**config.mk**
```make
export PLATFORM = sky130hd
export DESIGN_NAME = layer_weight_sequencer
export DESIGN_NICKNAME = d
export VERILOG_FILES = /design/src/rtl/layer_weight_sequencer_pkg.sv /design/src/rtl/layer_weight_sequencer_fxp_mac.sv /design/src/rtl/layer_weight_sequencer.sv
export SDC_FILE = /design/constraint.sdc
export NUM_CORES = 1
export LEC_CHECK = 0
export BUFFER_PORTS_ARGS = -buffer_cell sky130_fd_sc_hd__buf_4
export CAP_MARGIN = 5
export CORE_UTILIZATION = 45
export DETAILED_ROUTE_END_ITERATION = 7
export MAX_ROUTING_LAYER = met4
export PLACE_DENSITY = 0.66
export SLEW_MARGIN = 10
export SYNTH_ARGS = -nofsm -noshare
export SYNTH_HDL_FRONTEND = slang
export SYNTH_SLANG_ARGS = --single-unit
```
**constraint.sdc**
```tcl
create_clock -name clk -period 2.7 [get_ports clk]
set_clock_uncertainty 0.2 [all_clocks]
set_input_delay 0.135 -clock clk [delete_from_list [all_inputs] [get_ports clk]]
set_output_delay 0.135 -clock clk [all_outputs]
set_load 0.05 [all_outputs]
```
**src/rtl/layer_weight_sequencer_pkg.sv**
```systemverilog
// Shared types and helpers for the fully-connected layer weight sequencer.
// Holds the FSM state encoding, width helpers and the output saturation rule.
package nar_seq_pkg;

  typedef enum logic [1:0] {
    IDLE  = 2'd0,
    FETCH = 2'd1,
    OUT   = 2'd2,
    DONE  = 2'd3
  } seq_state_e;

  localparam int N_DEF     = 8;
  localparam int Q_DEF     = 7;
  localparam int N_IN_DEF  = 16;
  localparam int N_OUT_DEF = 8;

  // Index width for a counter over n items; never narrower than one bit.
  function automatic int idx_w(input int n);
    return (n > 1) ? $clog2(n) : 1;
  endfunction

  // Accumulator width: full product plus growth for n_in additions.
  function automatic int acc_w(input int n, input int n_in);
    return 2 * n + $clog2(n_in);
  endfunction

  localparam int ACC_W = acc_w(N_DEF, N_IN_DEF);

  // Clamp a signed value into the range of an n-bit two's complement word.
  function automatic logic signed [63:0] sat_n(input logic signed [63:0] v,
                                               input int n);
    logic signed [63:0] hi;
    logic signed [63:0] lo;
    hi = (64'sd1 <<< (n - 1)) - 64'sd1;
    lo = -(64'sd1 <<< (n - 1));
    if (v > hi) begin
      return hi;
    end else if (v < lo) begin
      return lo;
    end
    return v;
  endfunction

endpackage

```
**src/rtl/layer_weight_sequencer_fxp_mac.sv**
```systemverilog
// Signed N x N multiply-accumulate with load/accumulate select.
// Result is the accumulator scaled back by Q fractional bits and saturated to N bits.
module fxp_mac
  import nar_seq_pkg::*;
#(
  parameter int N    = 8,
  parameter int Q    = 7,
  parameter int N_IN = 16
) (
  input  logic                clk,
  input  logic                rst,
  input  logic                en,
  input  logic                load,
  input  logic signed [N-1:0] a,
  input  logic signed [N-1:0] b,
  output logic signed [N-1:0] res
);

  localparam int AW = acc_w(N, N_IN);

  logic signed [2*N-1:0] prod;
  logic signed [AW-1:0]  prod_ext;
  logic signed [AW-1:0]  acc_d;
  logic signed [AW-1:0]  acc_q;
  logic signed [AW-1:0]  shifted;

  always_comb begin
    prod     = a * b;
    prod_ext = AW'(prod);
    acc_d    = acc_q;
    if (en) begin
      acc_d = load ? prod_ext : (acc_q + prod_ext);
    end
    // Arithmetic shift floors toward -inf before clamping to the output range.
    shifted = acc_q >>> Q;
    res     = N'(sat_n(64'(shifted), N));
  end

  always_ff @(posedge clk or posedge rst) begin
    if (rst) begin
      acc_q <= '0;
    end else begin
      acc_q <= acc_d;
    end
  end

endmodule

```
**src/rtl/layer_weight_sequencer.sv**
```systemverilog
// Walks the weights ROM and input buffer once per output neuron, accumulates the
// dot product in fixed point and hands each saturated result out over valid/ready.
module layer_weight_sequencer
  import nar_seq_pkg::*;
#(
  parameter int N     = 8,
  parameter int Q     = 7,
  parameter int N_IN  = 16,
  parameter int N_OUT = 8,
  parameter int BASE  = 0
) (
  input  logic                        clk,
  input  logic                        rst,
  input  logic                        start,
  output logic                        busy,
  output logic                        done,
  output logic [7:0]                  rom_addr,
  input  logic signed [N-1:0]         rom_data,
  output logic [idx_w(N_IN)-1:0]      x_addr,
  input  logic signed [N-1:0]         x_data,
  output logic                        out_valid,
  input  logic                        out_ready,
  output logic signed [N-1:0]         out_data,
  output logic [idx_w(N_OUT)-1:0]     out_idx
);

  localparam int XW = idx_w(N_IN);
  localparam int JW = idx_w(N_OUT);
  localparam logic [XW-1:0] I_LAST = XW'(N_IN - 1);
  localparam logic [JW-1:0] J_LAST = JW'(N_OUT - 1);

  seq_state_e    state_d, state_q;
  logic [XW-1:0] i_d, i_q;
  logic [JW-1:0] j_d, j_q;
  logic [7:0]    rom_addr_d, rom_addr_q;
  logic [XW-1:0] x_addr_d, x_addr_q;
  logic          mac_en;
  logic          mac_load;

  always_comb begin
    state_d  = state_q;
    i_d      = i_q;
    j_d      = j_q;
    mac_en   = 1'b0;
    mac_load = 1'b0;
    case (state_q)
      IDLE: begin
        if (start) begin
          state_d = FETCH;
          i_d     = '0;
          j_d     = '0;
        end
      end
      FETCH: begin
        // Data for the address presented this cycle arrives at the closing edge.
        mac_en   = 1'b1;
        mac_load = (i_q == '0);
        if (i_q == I_LAST) begin
          state_d = OUT;
        end else begin
          i_d = i_q + 1'b1;
        end
      end
      OUT: begin
        if (out_ready) begin
          i_d = '0;
          if (j_q == J_LAST) begin
            state_d = DONE;
            j_d     = '0;
          end else begin
            state_d = FETCH;
            j_d     = j_q + 1'b1;
          end
        end
      end
      DONE: begin
        state_d = IDLE;
      end
      default: begin
        state_d = IDLE;
      end
    endcase

    // Addresses are registered from the next-cycle counters so they line up with FETCH.
    rom_addr_d = 8'(BASE + N_IN * int'(j_d) + int'(i_d));
    x_addr_d   = i_d;
  end

  always_ff @(posedge clk or posedge rst) begin
    if (rst) begin
      state_q    <= IDLE;
      i_q        <= '0;
      j_q        <= '0;
      rom_addr_q <= 8'(BASE);
      x_addr_q   <= '0;
    end else begin
      state_q    <= state_d;
      i_q        <= i_d;
      j_q        <= j_d;
      rom_addr_q <= rom_addr_d;
      x_addr_q   <= x_addr_d;
    end
  end

  fxp_mac #(
    .N    (N),
    .Q    (Q),
    .N_IN (N_IN)
  ) u_mac (
    .clk  (clk),
    .rst  (rst),
    .en   (mac_en),
    .load (mac_load),
    .a    (rom_data),
    .b    (x_data),
    .res  (out_data)
  );

  assign busy      = (state_q == FETCH) || (state_q == OUT);
  assign done      = (state_q == DONE);
  assign out_valid = (state_q == OUT);
  assign out_idx   = j_q;
  assign rom_addr  = rom_addr_q;
  assign x_addr    = x_addr_q;

endmodule

```
Word-level counts from Yosys, hierarchy flattened. Cells that the tools add are included.

Muxes and demuxes: 21. Equality and inequality tests: 8. Reductions and logical operators: 4. $add $sub $neg: 4. Order comparisons: 2. Multipliers: 1.

Operator list (count): 2-to-1 mux 8 bit (3); adder 20 x 16 -> 20 bit (1); 2-to-1 mux 20 bit (1); multiplier 8 x 8 -> 16 bit (1); greater-than comparator 13 x 8 -> 1 bit, second input constant (1); < comparator 13 x 8 -> 1 bit, second input constant (1); 2-to-1 mux 4 bit (3); one-hot mux 4 bit (3 select lines) (1); 2-to-1 mux 3 bit (3); adder 7 x 4 -> 8 bit (1); 2-to-1 mux 2 bit (4); one-hot mux 2 bit (4 select lines) (1); one-hot mux 3 bit (2 select lines) (1); adder 4 x 1 -> 4 bit, second input constant (1); == test 2 bit, second input constant (2); == test 4 bit, second input constant (1); zero test 4 bit (1); 2-to-1 mux 1 bit (4); inequality test 2 bit, second input constant (2); adder 3 x 1 -> 3 bit, second input constant (1); == test 3 bit, second input constant (1); AND reduction 3 bit (1); == test 2 x 1 -> 1 bit, second input constant (1); zero test 2 bit (1); other kinds (2) (2).

Output and inout port bits: 26. Logic and storage cells: 45. Input bits: 20. Register bits: 37.

Longest topological paths before layout. Gate-level depths: netlist of run 1.

Depth in word-level cells: 5. Mapped depth: 25. Gate-level depth less buffers: 25.

Cells and area by module. A second synthesis of run 1 with hierarchy kept.

Cells, all modules: 588. Area total of the unflattened synthesis: 5170.0 µm².

By module, submodules not included: fxp_mac (times used 1, cells each 518, area each 4476.8 µm², sequential area each 500.5 µm²); layer_weight_sequencer (times used 1, cells each 70, area each 693.2 µm², sequential area each 225.2 µm²).

Worst setup path before layout of run 1. Ideal clock, no wire load.

Path kind: input to register. Start: input x_data[3]. End: register u_mac.acc_q[19]. Buffers on the path: 0. Path slack: -2817 ps. Data required time: 2396 ps. Cell stages on the path: 22. Arrival time: 5213 ps. Library setup time: 104 ps. Cells stage by stage: and2_1 fa_1 inv_1 fa_1 inv_1 fa_1 inv_1 fa_1 inv_1 ha_1 a21oi_1 nand2b_1 a31oi_1 xnor2_1 ha_1 o21a_1 o21ai_0 inv_1 nand2_1 a211o_1 mux2_2 o311ai_1.

Cells in the longest elaborated chain, start to end: 3.

Ends and longest elaborated chain: start: declaration (line layer_weight_sequencer.sv:20) `input logic signed [N-1:0] x_data,`; multiplier 8 x 8 -> 16 bit * (line layer_weight_sequencer_fxp_mac.sv:28) `prod = a * b;`; adder 20 x 16 -> 20 bit (line layer_weight_sequencer_fxp_mac.sv:32) `acc_d = load ? prod_ext : (acc_q + prod_ext);`; 2-to-1 mux 20 bit * (line layer_weight_sequencer_fxp_mac.sv:32); end signal: assignment (line layer_weight_sequencer_fxp_mac.sv:41) `acc_q <= '0;`; end signal: assignment (line layer_weight_sequencer_fxp_mac.sv:43) `acc_q <= acc_d;`; end: declaration (line layer_weight_sequencer_fxp_mac.sv:24) `logic signed [AW-1:0] acc_q;`.

Every way passes the cells marked *; elsewhere a longest branch is shown, timed or not. A chain may end at the register's enable or synchronous reset.

Worst setup path after layout of run 1.
Start: input x_data[0]. End: register u_mac.acc_q[14].

Same word-level chain as after synthesis.

==> flow_results.org, run 1 <==
** Clocking
- Skew-Pair Late Insertion Delay :: 290 ps
- CTS tree :: yes
- Largest buffer count on any clock path :: 2
- H-tree levels :: 2
- Clock tree sinks :: 29
- Clk root buf :: sky130_fd_sc_hd__clkbuf_8
- Number of buffers added by the clock tree synthesis step :: 5
- Clock transition at the registers of the reported paths :: approximately 70 ps

** Detailed routing
- DR WL/cell :: 14.69 um
- Detailed Route Iter0 Violations :: ~150
- Final routed DRC violation total :: 0
- Final wirelength :: roughly 13 mm
- Post-route antenna net violation count :: 0
- Total vias in the final route :: around 4500
- 1st-pass router iterations :: 4
- Via-to-Cell Ratio :: about 5.2

** STA
- Setup violations remaining at the end of the flow were counted as 16.
- The number of hold violations in the final report was 0.
- Unrepaired setup endpoints after global routing :: yes
- In this run the tightest slew margin relative to its limit is 56.82%.
- Number of pins with negative max-slew slack in the final report :: 0
- Clock period minus worst slack :: approximately 5300 ps
- Based on the critical path, the design can be clocked at up to about 190 MHz.
- Crit share post-route :: 195.4%
- Final worst setup slack :: -2575 ps
- Hold timing on the final database bottoms out at a slack of 152.7 ps.
- At the pin with the least slew margin, the transition time is roughly 650 ps.

** Synth
- Gate count of the mapped netlist :: 591
- Cell Area, Synth :: 5036 um^2
- After synthesis, flip-flops and latches occupy 14.41% of the total area.
- Post-synth cell types :: 48
- Register bit count reported by yosys :: 29
- Synthesis produced a netlist with a net count of between 700 and 800.
- Summed over all instances, the cell type with the most area after synthesis is sky130_fd_sc_hd__fa_1.
- Share of the synthesized area in the top cell type :: about 22%
- After synthesis, the cell types taking the most area are sky130_fd_sc_hd__fa_1 (22%), sky130_fd_sc_hd__ha_1 (15%), sky130_fd_sc_hd__dfrtp_1 (14%).
- Mean instance size in the synthesized netlist :: between 8 and 9 um^2
- Count of synthesis-stage warnings from yosys :: 0

** Global route
- Total congestion overflow after global routing :: 0
- Entering global routing, the biggest net connects 34 pins.
- Vias in the first global route :: about 4700
- GRT Overall Usage :: between 20% and 30%
- Initial antenna violation count :: 0
- Wire length of the first global-routing pass :: roughly 21 mm

** Finish
- Layout cells sized above 1 :: a little over two fifths
- Fin cells :: 880
- Post-layout net count :: 874
- Fill cells in the final layout number 803.
- Compared with the post-synthesis result, the final layout area differs by 48.00%.
- Diode count :: 0

** Critical path
- For the worst setup path, the data required time is about 2700 ps.
- The startpoint identified for the worst register-to-register timing path is u_mac.acc_q[0].
- Counting cells, the worst reg-to-reg path comes to 10.
- Class of the most critical setup path :: in -> reg
- In this run the register-to-register setup slack is -300 ps.
- The worst register-to-register path ends at u_mac.acc_q[14].
- Along the worst path, the maximum fanout reaches 3.
- Data arrival at the endpoint of the critical path :: approximately 5200 ps
- STA classifies the critical path endpoint as a flop.
- Startpoint class of the critical path :: input port

** Worst hold path
- The worst hold path belongs to the class in -> reg.
- The worst hold path passes through 5 cells.
- In this run the most critical hold path is launched from start.

** Floorplan
- Core region area :: between 10000 and 15000 um^2
- Count of standard-cell rows :: 38
- Die height :: around 110 um
- Die outline width :: roughly 110 um
- For this configuration, the core starts out at a cell density of between 40% and 50%.
- I/O pins :: 46
- Full die area :: 11620 um^2

** Placed design
- Detailed placer's ending HPWL :: between 9 and 10 mm
- Port buffering added 44 buffers.
- At the end of routability-driven placement, the weighted congestion stood at between 0.8 and 0.9.
- Counting tap cells, the placed design contains a total of 852 instances.

** Run status
- Status :: finished, violations left
- The checks that failed: setup timing.

** Flow run
- The tool flagged a number of max-cap violations equal to 0.
-- worst max-delay path, stage by stage --
cell and delay [ps]:
sky130_fd_sc_hd__buf_8 100, sky130_fd_sc_hd__and2_4 150, sky130_fd_sc_hd__fa_1 530, sky130_fd_sc_hd__inv_1 50, sky130_fd_sc_hd__fa_1 490, sky130_fd_sc_hd__inv_2 40, sky130_fd_sc_hd__fa_1 540, sky130_fd_sc_hd__inv_2 40
sky130_fd_sc_hd__fa_1 510, sky130_fd_sc_hd__inv_2 50, sky130_fd_sc_hd__ha_4 240, sky130_fd_sc_hd__o21ai_1 130, sky130_fd_sc_hd__o21bai_1 90, sky130_fd_sc_hd__a21oi_1 190, sky130_fd_sc_hd__xnor2_1 180, sky130_fd_sc_hd__ha_1 310
sky130_fd_sc_hd__buf_4 170, sky130_fd_sc_hd__a21o_1 190, sky130_fd_sc_hd__a21oi_4 200, sky130_fd_sc_hd__o21ai_4 90, sky130_fd_sc_hd__buf_4 140, sky130_fd_sc_hd__a211oi_2 160, sky130_fd_sc_hd__xor2_1 180, sky130_fd_sc_hd__nor2_1 80
sky130_fd_sc_hd__a211o_1 240
-- cell families (layout without fill, tap and decap cells) --
logic type	after synthesis	after routing	synth area share, %
muxes	5	5	1.043
other	1	1	0.07446
DFF	29	29	14.41
adders and majority gates	115	115	36.92
and+or+nand+nor	166	166	16.89
AOI/OAI and AO/OA	126	126	15.98
buffers and inverters	119	268	9.466
xor gates and xnor gates	30	30	5.217
-- cell usage after synthesis, drive strengths merged --
library cell and count:
a2111oi 3, o21bai 5, o311ai 1, o31ai 3
o21a 4, or4b 1, and2 46, nand2 41
fa 56, mux2i 3, dfrtp 29, a21oi 43
xnor2 25, xor2 5, a211o 3, a22oi 2
nand2b 4, nor4b 1, a21o 16, a221o 1
nor3 14, clkbuf 9, nor2 36, o41ai 1
ha 59, nand3 5, and4b 1, and3 3
or2 3, inv 102, nor2b 7, a211oi 5
or3b 2, a31o 1, conb 1, o211ai 2
mux2 2, or3 2, a31oi 11, buf 8
o21ai 25
-- area by class of cell --
class / count / area (um^2) / share of cell area, %
repair buffers: 158 / 1365 / 18.31
multi-input cells: 443 / 4703 / 63.10
clock buffers: 7 / 96.34 / 1.293
clock inverters: 1 / 5.005 / 0.06715
inverters: 102 / 382.9 / 5.137
flip-flops and latches: 29 / 725.7 / 9.736
well taps: 140 / 175.2 / 2.350
-- worst max-delay path by stage --
stage                           start               to  cells after the start
after CTS                 rom_data[7]  u_mac.acc_q[19]                     24
after global placement    rom_data[5]  u_mac.acc_q[19]                     24
final                       x_data[0]  u_mac.acc_q[14]                     25
after detailed placement  rom_data[5]  u_mac.acc_q[19]                     24
after global routing        x_data[0]  u_mac.acc_q[14]                     25
after floorplan           rom_data[5]  u_mac.acc_q[19]                     23
-- layout by cell type (no fill, tap or decap), types with 5 or more instances in the layout --
master / n
sky130_fd_sc_hd__nor2b_1: 6
sky130_fd_sc_hd__and2_1: 24
sky130_fd_sc_hd__ha_4: 28
sky130_fd_sc_hd__buf_8: 5
sky130_fd_sc_hd__a21o_1: 16
sky130_fd_sc_hd__fa_1: 52
sky130_fd_sc_hd__a21oi_1: 32
sky130_fd_sc_hd__buf_4: 117
sky130_fd_sc_hd__a21oi_2: 9
sky130_fd_sc_hd__xnor2_1: 17
sky130_fd_sc_hd__xnor2_2: 5
sky130_fd_sc_hd__nor3_1: 11
sky130_fd_sc_hd__nor2_1: 32
sky130_fd_sc_hd__inv_2: 23
sky130_fd_sc_hd__o21ai_1: 7
sky130_fd_sc_hd__buf_6: 33
sky130_fd_sc_hd__nand2_1: 37
sky130_fd_sc_hd__inv_1: 79
sky130_fd_sc_hd__a31oi_1: 10
sky130_fd_sc_hd__o21ai_2: 5
sky130_fd_sc_hd__ha_1: 29
sky130_fd_sc_hd__o21ai_0: 10
sky130_fd_sc_hd__dfrtp_1: 29
sky130_fd_sc_hd__clkbuf_8: 7
sky130_fd_sc_hd__and2_4: 22
-- layer usage --
| layer | up-vias | routed length [um] | track usage (%) |
|---|---|---|---|
| li1 | 2222 | - | - |
| met1 | 2239 | 5548 | 30.38 |
| met2 | 65 | 6903 | 41.76 |
| met3 | 14 | 342 | 2.179 |
| met4 | 0 | 128 | 3.914 |
| met5 | - | 0 | - |
-- what timing repair did --
action,CTS,global route
endpoints found under the setup margin,17,17
pin swaps,65,40
endpoints found under the hold margin,30,0
hold buffers,2,0
buffers inserted,14,4
resized for setup,100,59
-- per-stage QoR --
stage               setup slack [ps]  instance area, um^2  TNS, ps  util (%)
floorplan                      -2508                 5278   -27750         -
global placement               -2784                 6404   -36490     58.81
detailed placement             -2895                 6404   -37660     58.81
CTS                            -2501                 7137   -30540     65.55
global route                   -2837                 7453   -34850     68.46
finish                         -2575                 7453   -31190     68.46
Power of run 1 is not shown: default switching activity piles up to over one toggle a cycle in this logic, so the estimate is an artifact.
==> run 2: changes to the inputs <==
--- a/config.mk
+++ b/config.mk
@@ -11,6 +11,7 @@
 export DETAILED_ROUTE_END_ITERATION = 7
 export MAX_ROUTING_LAYER = met4
 export PLACE_DENSITY = 0.66
+export SKIP_LAST_GASP = 1
 export SLEW_MARGIN = 10
 export SYNTH_ARGS = -nofsm -noshare
 export SYNTH_HDL_FRONTEND = slang
==> flow_results.org, run 2 (same netlist as run 1, synthesis figures left out) <==
** Detailed routing
- Post-route antenna net violation count :: 0
- Via-to-Cell Ratio :: about 5.2
- Final routed DRC violation total :: 0
- After detailed routing, the average wire length per cell comes to 14.45 um.
- Detailed Route Iter0 Violations :: 177
- For this block, the routed nets add up to around 13 mm of wire.
- The first detailed-routing pass took 4 iterations.
- Across all layers, the routed design uses roughly 4500 vias.

** STA
- For the pin with the worst max-slew slack, the measured transition is between 600 and 700 ps.
- Setup violators final :: 16
- The routed design could run at a clock period as short as 5261 ps.
- After layout, the worst setup slack is -2561 ps.
- Setup repair after global routing could not meet its margin everywhere.
- Number of hold-slack violations in the final timing report :: 0
- Measured against its own limit, the worst slew margin works out to a little under three fifths.
- The number of pins with negative max-slew slack in the final report is 0.
- Final Hold Slack :: around 160 ps
- Fmax achieved :: approximately 190 MHz
- Crit share post-route :: 194.8%

** Placed design
- PortBufs :: 44
- OpenSTA, run right after detailed placement, puts the worst setup slack at -2895 ps.
- Global placement routability congestion :: around 0.89
- Summed over all nets, the half-perimeter wirelength after detailed placement is 9.443 mm.

** Floorplan
- For this configuration, the core starts out at a cell density of a little under half.
- Measured along the x axis, the die boundary spans 107.8 um.
- The core region is around 11000 um^2.
- For this design the top-level I/O count stands at 46.
- In this run the core area contains 38 standard-cell rows.
- The floorplan step set the die height to 107.8 um.
- The die covers around 12000 um^2.

** Worst hold path
- Path category of the worst min-delay check :: in -> reg

** Critical path
- Minimum setup slack among reg-to-reg paths :: -330 ps
- The most critical setup path has its startpoint at rom_data[7].
- For the worst setup path, the data arrival time is between 5000 and 6000 ps.
- Critical Path End :: u_mac.acc_q[14]
- The worst setup path is launched from an input port.
- For the worst flop-to-flop path, the logic depth is 11.
- Critical path required time :: around 2700 ps
- The slowest stage of the critical path belongs to the cell sky130_fd_sc_hd__fa_1.
- Class of the most critical setup path :: in -> reg
- Critical register-to-register path endpoint :: u_mac.acc_q[10]
- Largest incremental delay on the critical path :: approximately 530 ps
- The worst setup path is captured at a flop.
- Worst r2r src :: u_mac.acc_q[0]
- In this run the worst path has a maximum fanout of 6.

** Global route
- Wire length of the first global-routing pass :: approximately 21 mm
- Global routing used 23.90% of the available tracks.
- Pin count of the biggest net entering global routing :: 34
- The number of antenna violations at the first check in global routing is 0.
- The number of global-route vias before repair came to 4669.
- Total congestion overflow after global routing :: 0

** Finish
- For this run, the post-layout net count is 874.
- The number of antenna diodes in the final layout is 0.
- Most common cell after layout, fill and taps aside :: sky130_fd_sc_hd__buf_4
- Commonest non-fill, non-tap cells in the layout :: sky130_fd_sc_hd__buf_4 (126), sky130_fd_sc_hd__inv_1 (82), sky130_fd_sc_hd__fa_1 (52), sky130_fd_sc_hd__nand2_1 (37), sky130_fd_sc_hd__a21oi_1 (33)
- Layout cells sized above 1 :: about two fifths
- For this run, the share of the core covered by cells in the final layout is around 68%.
- Area delta synth->final :: 45.96%

** Clocking
- Clock tree synthesis inserted a total of 5 buffers.
- Largest buffer count on any clock path :: 2
- The tree is rooted in a sky130_fd_sc_hd__clkbuf_8.
- CTS saw 29 sinks.
- Clock-pin slew was measured on the worst setup and hold paths at about 70 ps.
- Skew-Pair Late Insertion Delay :: roughly 280 ps
- CTS tree :: yes
- H-tree levels :: 2

** Flow run
- Max capacitance violation total :: 0

** Run status
- Status :: finished, violations left
- The checks that failed: setup timing.
[run 2: metrics by stage]
step / area (um^2) / instances / setup TNS [ps]
2_1_floorplan: 5278 / 591 / -27750
3_3_place_gp: 6404 / 852 / -36490
3_5_place_dp: 6404 / 852 / -37660
4_1_cts: 7102 / 876 / -30720
5_1_grt: 7351 / 880 / -34890
6_report: 7351 / 880 / -31290
[run 2: per-layer routing]
metal / track usage, % / wire, um / share of wire [%]
met3: 2.240 / 387 / 3.0
met4: 3.914 / 138 / 1.1
met5: - / 0 / 0
met2: 41.94 / 6663 / 52
met1: 30.34 / 5526 / 43
[run 2: worst max-delay path, delay by kind of cell]
kind,cells,cell delay [ps]
XOR/XNOR,2,320
AND/OR/NAND/NOR,2,240
adder cells (fa/ha/maj),6,2680
buffers and inverters,9,880
AO/OA/AOI/OAI,7,970
[run 2: how the worst min path moves through the flow]
stage,slack [ps],end,startpoint,cells past startpoint
2_1_floorplan,10,asynchronous set/reset pin,rst,1
3_3_place_gp,50,u_mac.acc_q[4],rst,3
3_5_place_dp,50,u_mac.acc_q[4],rst,3
4_1_cts,150,flop,start,5
5_1_grt,210,flop,start,5
6_report,160,flop,start,5
[run 2: area by class of cell]
type                    instances  area, um^2
clock inverters                 1       5.005
repair buffers                158        1316
well taps                     140       175.2
fillers                       827        3537
clock buffers                   7       96.34
inverters                     102       382.9
flip-flops and latches         29       725.7
multi-input cells             443        4649
[run 2: repair_timing]
action	CTS	global route
endpoints found under the hold margin	30	0
pin swaps	65	35
resized for setup	89	46
setup endpoints to repair	17	17
hold buffers	2	0
setup buffers	14	4
Power of run 2 is left out for the same reason.
==> run 3: changes to the inputs <==
--- a/config.mk
+++ b/config.mk
@@ -10,7 +10,6 @@
 export CORE_UTILIZATION = 45
 export DETAILED_ROUTE_END_ITERATION = 7
 export MAX_ROUTING_LAYER = met4
-export PLACE_DENSITY = 0.66
 export SKIP_LAST_GASP = 1
 export SLEW_MARGIN = 10
 export SYNTH_ARGS = -nofsm -noshare
==> constraint.sdc (replaced) <==
create_clock -name clk -period 6.4 [get_ports clk]
set_clock_uncertainty 0.2 [all_clocks]
set_input_delay 0.32 -clock clk [delete_from_list [all_inputs] [get_ports clk]]
set_output_delay 0.32 -clock clk [all_outputs]
set_load 0.05 [all_outputs]
==> flow_results.org, run 3 (same netlist as run 1, synthesis figures left out) <==
** STA
- Final worst setup slack :: 646.8 ps
- For the pin with the worst max-slew slack, the measured transition is 600.7 ps.
- Subtracting the final worst setup slack from the clock period gives 5753 ps.
- Headroom to the max-slew limit came out at around 60%.
- For the final routed database, the setup TNS stands at 0 ps.
- Fmax achieved :: ~170 MHz
- Setup violators final :: 0
- Number of hold-slack violations in the final timing report :: 0
- Setup repair after global routing left no endpoint under its margin.
- Number of pins with negative max-slew slack in the final report :: 0
- After layout, the worst path uses about nine tenths of the clock period.

** Clocking
- Largest buffer count on any clock path :: 2
- Clock tree sinks :: 29
- Clock transition at the registers of the reported paths :: roughly 70 ps
- H-tree levels :: 2
- The root buffer cell chosen for the clock tree is sky130_fd_sc_hd__clkbuf_8.
- CTS tree :: yes
- Clock latency on the worst-skew pair, taken at its later pin, is 290 ps.
- Post-CTS repair changed the size of 0 cells.
- In this run, CTS created clock tree buffers numbering 5.

** Placed design
- Routability-driven placement finished with a final weighted congestion of 0.8435.
- Prior to clock tree synthesis, the placed netlist has a worst setup slack of ~320 ps.
- The count of buffers added on input and output ports is 44.
- Detailed placement ended at an HPWL of approximately 8.6 mm.

** Critical path
- Class of the most critical setup path :: in -> reg
- Critical path required time :: between 6000 and 7000 ps
- Setup slack on the worst reg-to-reg path comes out at approximately 3300 ps.
- The endpoint identified for the worst register-to-register timing path is u_mac.acc_q[14].
- Data arrival at the endpoint of the critical path :: ~5800 ps
- The worst register-to-register path begins at u_mac.acc_q[0].
- STA classifies the critical path startpoint as an input port.
- Length in cells of the worst reg-to-reg path :: 10
- Maximum fanout encountered on the critical timing path :: 8
- Type of element capturing the critical path :: flop

** Floorplan
- Die height :: approximately 110 um
- In this run the core area contains 38 standard-cell rows.
- For this design the top-level I/O count stands at 46.
- For this configuration, the core starts out at a cell density of about 46%.
- Die outline width :: roughly 110 um
- Full die area :: 11620 um^2
- Core region area :: around 11000 um^2

** Worst hold path
- The worst hold path begins at out_ready.
- Number of instances on the worst hold path :: 3
- Path category of the worst min-delay check :: in -> reg

** Detailed routing
- Final routed DRC violation total :: 0
- Wires add up to between 10 and 15 mm.
- DR WL/cell :: 13.80 um
- The final route contains roughly 4000 vias.
- The first detailed-routing pass ran for 4 iterations.
- Post-route antenna net violation count :: 0
- Via-to-Cell Ratio :: 5.222
- Detailed Route Iter0 Violations :: 228

** Global route
- The first global-routing pass estimated around 18 mm of wire.
- Global routing finished with a remaining overflow of 0.
- Vias in the first global route :: 3795
- Entering global routing, the biggest net connects 35 pins.
- The number of antenna violations at the first check in global routing came to 0.
- GRT Overall Usage :: approximately 20%

** Flow run
- The tool flagged a number of max-cap violations equal to 0.

** Finish
- Multi-input logic area :: 3842 um^2
- Post-layout net count :: around 770
- Area delta synth->final :: 10.86%
- Diode count :: 0
- The post-route netlist has about a tenth of its cells at a drive strength greater than 1.
- The top cell types in the final layout, fill and taps aside, are sky130_fd_sc_hd__inv_1 (101), sky130_fd_sc_hd__ha_1 (59), sky130_fd_sc_hd__fa_1 (56), sky130_fd_sc_hd__buf_4 (48), sky130_fd_sc_hd__and2_1 (46).
- Filler cell count in the final layout :: around 1100
- Summing all flip-flop and latch instances after layout gives 725.7 um^2.
- Most common cell after layout, fill and taps aside :: sky130_fd_sc_hd__inv_1

** Run status
- Status :: complete, no violations
==> run 3: cell types whose count changed in the layout (fill, tap and decap cells not counted), moves of 8 or more <==
cell                      change
sky130_fd_sc_hd__inv_2       -19
sky130_fd_sc_hd__ha_4        -26
sky130_fd_sc_hd__buf_6       -28
sky130_fd_sc_hd__a21oi_1     +10
sky130_fd_sc_hd__and2_4      -22
sky130_fd_sc_hd__xnor2_1      +8
sky130_fd_sc_hd__a21oi_2      -9
sky130_fd_sc_hd__and2_1      +22
sky130_fd_sc_hd__inv_1       +19
sky130_fd_sc_hd__buf_4       -78
sky130_fd_sc_hd__ha_1        +29
==> run 3: critical path: stages <==
cell and delay (ps):
sky130_fd_sc_hd__buf_4 140, sky130_fd_sc_hd__and2_1 170, sky130_fd_sc_hd__fa_1 530, sky130_fd_sc_hd__inv_1 50, sky130_fd_sc_hd__fa_1 470, sky130_fd_sc_hd__inv_1 50, sky130_fd_sc_hd__fa_1 520, sky130_fd_sc_hd__inv_1 50
sky130_fd_sc_hd__fa_1 530, sky130_fd_sc_hd__inv_1 40, sky130_fd_sc_hd__ha_1 320, sky130_fd_sc_hd__a21oi_1 230, sky130_fd_sc_hd__o21bai_1 90, sky130_fd_sc_hd__a21oi_1 270, sky130_fd_sc_hd__o21a_1 210, sky130_fd_sc_hd__xnor2_1 160
sky130_fd_sc_hd__ha_1 330, sky130_fd_sc_hd__a21o_1 220, sky130_fd_sc_hd__a22oi_1 230, sky130_fd_sc_hd__o211ai_1 150, sky130_fd_sc_hd__nand2_1 90, sky130_fd_sc_hd__a211o_1 150, sky130_fd_sc_hd__mux2_2 330, sky130_fd_sc_hd__o311ai_1 80
==> run 3: layer usage <==
| layer | share of wire [%] | wire, um | vias to the layer above | global-route usage [%] |
|---|---|---|---|---|
| met2 | 48 | 5060 | 55 | 31.27 |
| met1 | 49 | 5187 | 1965 | 27.63 |
| met3 | 3.0 | 317 | 8 | 2.845 |
| li1 | - | - | 1998 | - |
| met4 | 0.73 | 78 | 0 | 3.523 |
| met5 | 0 | 0 | - | - |
==> run 3: cell type report <==
| class | instances | area share [%] |
|---|---|---|
| Clock buffer | 5 | 1.233 |
| Sequential cell | 29 | 13.00 |
| Inverter | 102 | 6.858 |
| Multi-Input combinational cell | 443 | 68.83 |
| Tap cell | 140 | 3.138 |
| Timing Repair Buffer | 49 | 6.634 |
| Clock inverter | 3 | 0.3138 |
==> run 3: how the worst max path moves through the flow <==
stage,from,end,slack (ps),depth (start not counted)
floorplan,x_data[3],u_mac.acc_q[19],700,22
global placement,x_data[4],u_mac.acc_q[19],410,24
detailed placement,x_data[4],u_mac.acc_q[19],320,24
CTS,x_data[4],u_mac.acc_q[19],620,24
global route,x_data[3],u_mac.acc_q[19],300,24
finish,x_data[4],u_mac.acc_q[19],650,24
==> run 3: through the flow <==
| stage | instance area [um^2] | util [%] | hold slack, ps | cells |
|---|---|---|---|---|
| 2_1_floorplan | 5036 | - | 198.1 | 591 |
| 3_3_place_gp | 5487 | 50.39 | 237.3 | 762 |
| 3_5_place_dp | 5487 | 50.39 | 246.0 | 762 |
| 4_1_cts | 5583 | 51.28 | 164.8 | 771 |
| 5_1_grt | 5583 | 51.28 | 197.6 | 771 |
| 6_report | 5583 | 51.28 | 173.6 | 771 |
==> run 3: repair_timing <==
| action | 4_1_cts | 5_1_grt |
|---|---|---|
| buffers inserted | 0 | 0 |
| endpoints found under the hold margin | 29 | 0 |
| hold buffers | 1 | 0 |
Power of run 3 is left out for the same reason.
